`src/rtl/ula_subarray_scheduler.sv`:
```
// ULA subarray scheduler: forwards a configured window of array elements for a
// fixed number of snapshots, checks snapshot alignment and reports completion.
module ula_subarray_scheduler #(
   parameter int unsigned N_ANT  = 8,
   parameter int unsigned DATA_W = 32,
   parameter int unsigned SNAP_W = 16,
   localparam int unsigned ANT_W = $clog2(N_ANT)
) (
   input  logic              ap_clk,
   input  logic              ap_rst,
   input  logic              cfg_valid,
   output logic              cfg_ready,
   input  logic [ANT_W-1:0]  cfg_start,
   input  logic [ANT_W:0]    cfg_len,
   input  logic [SNAP_W-1:0] cfg_snaps,
   input  logic [DATA_W-1:0] in_stream_TDATA,
   input  logic              in_stream_TVALID,
   input  logic              in_stream_TLAST,
   output logic              in_stream_TREADY,
   output logic [DATA_W-1:0] out_stream_TDATA,
   output logic              out_stream_TVALID,
   output logic              out_stream_TLAST,
   input  logic              out_stream_TREADY,
   output logic              busy,
   output logic              frame_done,
   output logic              cfg_err,
   output logic              sync_err
);

   localparam int unsigned SUM_W = ANT_W + 2;
   localparam logic [ANT_W-1:0] ANT_LAST = ANT_W'(N_ANT - 1);

   typedef enum logic [1:0] {IDLE, RUN, TAIL, DONE} state_t;

   state_t            state, state_nxt;
   logic [ANT_W-1:0]  start_q, end_q;
   logic [SNAP_W-1:0] snap_last_q;
   logic [ANT_W-1:0]  ant_idx;
   logic [SNAP_W-1:0] snap_idx;
   logic [DATA_W-1:0] data_q;
   logic              valid_q, last_q;
   logic              frame_done_q, cfg_err_q, sync_err_q;

   logic [SUM_W-1:0]  cfg_sum;
   logic              cfg_legal, cfg_take, cfg_reject;
   logic              accept, at_last_ant, selected, final_beat;
   logic              load, finish;

   // Config legality: non-empty window fitting inside the array, at least one snapshot
   assign cfg_sum   = SUM_W'(cfg_start) + SUM_W'(cfg_len);
   assign cfg_legal = (cfg_len != '0) && (cfg_snaps != '0) && (cfg_sum <= SUM_W'(N_ANT));

   assign in_stream_TREADY = ((state == RUN) && (!valid_q || out_stream_TREADY)) || (state == TAIL);
   assign accept      = in_stream_TVALID && in_stream_TREADY;
   assign at_last_ant = (ant_idx == ANT_LAST);
   assign selected    = (ant_idx >= start_q) && (ant_idx <= end_q);
   assign final_beat  = (ant_idx == end_q) && (snap_idx == snap_last_q);

   assign cfg_ready         = (state == IDLE);
   assign busy              = (state != IDLE);
   assign out_stream_TDATA  = data_q;
   assign out_stream_TVALID = valid_q;
   assign out_stream_TLAST  = last_q;
   assign frame_done        = frame_done_q;
   assign cfg_err           = cfg_err_q;
   assign sync_err          = sync_err_q;

   always_comb begin
      state_nxt  = state;
      cfg_take   = 1'b0;
      cfg_reject = 1'b0;
      load       = 1'b0;
      finish     = 1'b0;
      case (state)
         IDLE: begin
            if (cfg_valid) begin
               if (cfg_legal) begin
                  cfg_take  = 1'b1;
                  state_nxt = RUN;
               end else begin
                  cfg_reject = 1'b1;
               end
            end
         end
         RUN: begin
            if (accept) begin
               load = selected;
               if (final_beat)
                  state_nxt = (end_q == ANT_LAST) ? DONE : TAIL;
            end
         end
         TAIL: begin
            // Drain the rest of the last snapshot so the next frame starts aligned
            if (accept && at_last_ant)
               state_nxt = DONE;
         end
         DONE: begin
            if (!valid_q || out_stream_TREADY) begin
               finish    = 1'b1;
               state_nxt = IDLE;
            end
         end
         default: state_nxt = IDLE;
      endcase
   end

   always_ff @(posedge ap_clk) begin
      if (ap_rst) begin
         state        <= IDLE;
         start_q      <= '0;
         end_q        <= '0;
         snap_last_q  <= '0;
         ant_idx      <= '0;
         snap_idx     <= '0;
         data_q       <= '0;
         valid_q      <= 1'b0;
         last_q       <= 1'b0;
         frame_done_q <= 1'b0;
         cfg_err_q    <= 1'b0;
         sync_err_q   <= 1'b0;
      end else begin
         state        <= state_nxt;
         frame_done_q <= finish;
         cfg_err_q    <= cfg_reject;

         if (cfg_take) begin
            start_q     <= cfg_start;
            end_q       <= ANT_W'(cfg_sum - SUM_W'(1));
            snap_last_q <= cfg_snaps - SNAP_W'(1);
            ant_idx     <= '0;
            snap_idx    <= '0;
            sync_err_q  <= 1'b0;
         end else if (accept) begin
            // Early TLAST restarts the snapshot; missing TLAST still wraps
            if (in_stream_TLAST && !at_last_ant) begin
               sync_err_q <= 1'b1;
               ant_idx    <= '0;
            end else if (at_last_ant) begin
               ant_idx  <= '0;
               snap_idx <= snap_idx + SNAP_W'(1);
               if (!in_stream_TLAST)
                  sync_err_q <= 1'b1;
            end else begin
               ant_idx <= ant_idx + ANT_W'(1);
            end
         end

         if (load) begin
            data_q  <= in_stream_TDATA;
            valid_q <= 1'b1;
            last_q  <= final_beat;
         end else if (out_stream_TREADY) begin
            valid_q <= 1'b0;
            last_q  <= 1'b0;
         end
      end
   end

endmodule
```
`config.mk`:
```
export PLATFORM = sky130hd
export DESIGN_NAME = ula_subarray_scheduler
export DESIGN_NICKNAME = d
export VERILOG_FILES = /design/src/rtl/ula_subarray_scheduler.sv
export SDC_FILE = /design/constraint.sdc
export NUM_CORES = 1
export LEC_CHECK = 0
export CELL_PAD_IN_SITES_DETAIL_PLACEMENT = 1
export CELL_PAD_IN_SITES_GLOBAL_PLACEMENT = 1
export CORE_MARGIN = 2
export CORE_UTILIZATION = 39
export DETAILED_ROUTE_END_ITERATION = 7
export GPL_ROUTABILITY_DRIVEN = 0
export PLACE_DENSITY = 0.85
export SETUP_SLACK_MARGIN = 0.15
export SLEW_MARGIN = 10
export SYNTH_ARGS = -nofsm -noshare
export SYNTH_HDL_FRONTEND = slang
export SYNTH_SLANG_ARGS = --single-unit
```
`constraint.sdc`:
```
create_clock -name ap_clk -period 3.8 [get_ports ap_clk]
set_input_delay 0.57 -clock ap_clk [delete_from_list [all_inputs] [get_ports ap_clk]]
set_output_delay 0.57 -clock ap_clk [all_outputs]
set_load 0.01 [all_outputs]
```
==> run_results.csv <==
group,metric,value,unit
die,start_util,0.402,
logic_synthesis,netlist-cell-type-count,47,
logic_synthesis,synth_ff_type,"dfxtp_1",
timing,fin_crit_sh,0.841,
clock_tree,path_clk_slew,90,ps
final_layout,antenna_cells,0,
final_layout,area_growth,34.1,%
logic_synthesis,synthCells,436,
clock_tree,cts_resized,0,
place,place_area,0.00509,mm²
clock_tree,clock_sinks,80,
setup_path,worstPathCellList,"clkdlybuf4s50_1 > ha_1 > fa_1 > inv_1 > ha_1 > nand2b_1 > a21oi_1 > o31ai_1 > buf_4 > nor3_4 > or2_1 > nor2_1",
power,power.density,425,mW/mm²
logic_synthesis,synth_edf_count,0,
timing,tns,0,ps
clock_tree,numCtsBuffers,9,
logic_synthesis,ys_ff_latch,80,
power,internal_power,1.52,mW
clock_tree,cts-root-buf,"clkbuf_8",
final_layout,layout.cells.non_filler,669,
timing,hold_viol_final,0,
clock_tree,postCtsSetupBuffers,0,
timing,finClkSkew,8.16,ps
grt,grt_max_degree,45,
logic_synthesis,synthTopCellsByArea,"dfxtp_1 41%, mux2i_1 9.4%, nor2_1 8.6%",
clock_tree,cts_hold_buf,0,
clock_tree,tritoncts,"done",
setup_path,crit_type,"in2reg",
setup_path,cp-end-kind,"register",
clock_tree,cts.path.max_buffers,2,
place,hpwl,8.46,mm
route,post-route-drc-count,0,
grt,grt_pass1_vias,3571,
logic_synthesis,netlist.area_leader.share,0.405,
timing,rsz0062_at_grt,"false",
timing,fmax,313,MHz
setup_path,critPathBufInv,3,
setup_path,path_delay_family,"simple AND/OR/NAND/NOR gates",
timing,min_period,3190,ps
setup_path,cp_max_fo,20,
logic_synthesis,syn_nets,519,
logic_synthesis,syn_area_per_cell,9.06,µm²
setup_path,crit_arrival,3400,ps
grt,grt-ovfl-total,0,
hold_path,whs_path_depth,2,
logic_synthesis,yosys_warnings,0,
hold_path,hold_path_class,"reg2reg",
timing,setup_ws,606,ps
logic_synthesis,synthArstFlopShare,0,
timing,whs,488,ps
power,finalPower,2.25,mW
grt,track_usage,0.207,
power,power_switching,729,µW
power,p_comb_frac,0.284,
setup_path,required,4010,ps
final_layout,fin_util,0.539,
logic_synthesis,syn-cell-area,0.00395,mm²
grt,antenna_found_initial,0,
setup_path,cp_slowest_cell,"or2_1",
timing,setup_viol_count_final,0,
power,switching_share,0.324,
power,vdd_drop_max,0.000251,V
route,wl,11.2,mm
logic_synthesis,ys_seq_area_frac,0.405,
die,die_h,105,µm
route,initialDrtViolationCount,63,
route,drt-pass1-iter-count,4,
grt,grt_pass1_wl,18.2,mm
place,post-place-cells,653,
flow_run,maxCapViolations,0,
route,vias,3406,
final_layout,mostFrequentLayoutCells,"99 x clkdlybuf4s50_1, 90 x nor2_1, 80 x dfxtp_1",
final_layout,fin_nets,614,
setup_path,cp_common_cell,"ha_1",
die,core,0.00982,mm²
setup_path,cpPeakStageDelay,620,ps
final_layout,stdcell_area,0.00530,mm²
place,io_buffer_count,100,
power,p_seq_frac,0.427,
route,ant_nets,0,
die,ios,101,
die,dieWidth,105,µm
power,clkPwrFrac,0.289,
place,post-place-ws,280,ps
timing,slew_violations,0,
clock_tree,clk_latency,350,ps
power,p_leak,1.84,nW
final_layout,drive_above_1_share,0.0634,
timing,worst_pin_slew,950,ps
setup_path,reg2regPathDepth,8,
setup_path,cp-start-kind,"input port",
route,vias_per_cell,5.09,
clock_tree,htree_levels,3,
logic_synthesis,synth_top_area_cell,"dfxtp_1",
status,status,"finished clean",
die,num_rows,36,
timing,max-slew-margin-rel,0.361,
setup_path,cp.depth,12,
route,wl_per_cell,16.7,µm
die,die_area,0.0109,mm²
final_layout,layout_commonest_cell,"clkdlybuf4s50_1",
tightest hold or removal path, stage by stage (launching register included):
cell and delay (ps):
dfxtp_1 340, nor2_1 50, nor2_1 70
flip-flops by register name, summed over array words and instances (netlist names):
signal	flops
sync_err	1
out_stream_TVALID	1
cfg_err	1
out_stream_TDATA	32
state	2
end_q	3
out_stream_TLAST	1
snap_last_q	16
frame_done	1
snap_idx	16
start_q	3
ant_idx	3
metal layers:
metal / up-vias / wire [µm] / global-route usage
li1: 1678 / - / -
met1: 1644 / 4880 / 0.251
met2: 67 / 5800 / 0.372
met3: 17 / 277 / 0.0268
met4: 0 / 210 / 0.0752
met5: - / 0 / 0
Yosys cell counts (2+ instances only):
| master | n |
|---|---|
| mux2i_1 | 37 |
| nor3_1 | 13 |
| inv_1 | 20 |
| nor2_1 | 90 |
| nor2b_1 | 2 |
| nand3_1 | 7 |
| clkbuf_1 | 14 |
| xor2_1 | 10 |
| a211oi_1 | 17 |
| and3_1 | 2 |
| buf_2 | 4 |
| a21oi_1 | 10 |
| a21o_1 | 2 |
| nor4_1 | 5 |
| nand2b_1 | 6 |
| ha_1 | 21 |
| buf_4 | 3 |
| and4_1 | 3 |
| xnor2_1 | 37 |
| nand4_1 | 8 |
| nor3b_1 | 2 |
| dfxtp_1 | 80 |
| o31ai_1 | 2 |
| nand2_1 | 15 |
| or4_1 | 3 |
| nand2_2 | 2 |
power by group through the flow:
stage          Combinational (mW)  Clock (mW)  Sequential (mW)
5_1_grt                     0.708       0.703            0.969
3_3_place_gp                0.603           0            0.976
2_1_floorplan               0.368           0            0.973
4_1_cts                     0.644       0.666            0.961
3_5_place_dp                0.636           0            0.980
6_report                    0.639       0.651            0.961
final timing paths:
check	start	to	slack [ps]
max reg2reg	ant_idx[1]	snap_idx[2]	1090
min	sync_err	sync_err	490
max	cfg_start[0]	snap_idx[5]	610
min reg2reg	sync_err	sync_err	490
cell type report:
| type | instances | area (µm²) |
|---|---|---|
| sequential | 80 | 1600 |
| clock buffer | 9 | 124 |
| clock inverter | 7 | 78.8 |
| inverter | 20 | 75.1 |
| fill | 1166 | 4520 |
| tap | 133 | 166 |
| timing repair buffer | 105 | 1060 |
| multi-input combinational | 315 | 2190 |
logic make-up (layout without fill, tap and decap cells):
| family | Yosys count | after routing | share of synthesized area |
|---|---|---|---|
| AO/OA/AOI/OAI | 40 | 40 | 0.0729 |
| XOR/XNOR | 47 | 47 | 0.104 |
| adder cells (fa/ha/maj) | 22 | 22 | 0.0716 |
| buffers and inverters | 41 | 141 | 0.0431 |
| flip-flops | 80 | 80 | 0.405 |
| multiplexers | 37 | 37 | 0.0938 |
| AND/OR/NAND/NOR | 169 | 169 | 0.209 |
Note: power is estimated with default switching activity, not from simulation.
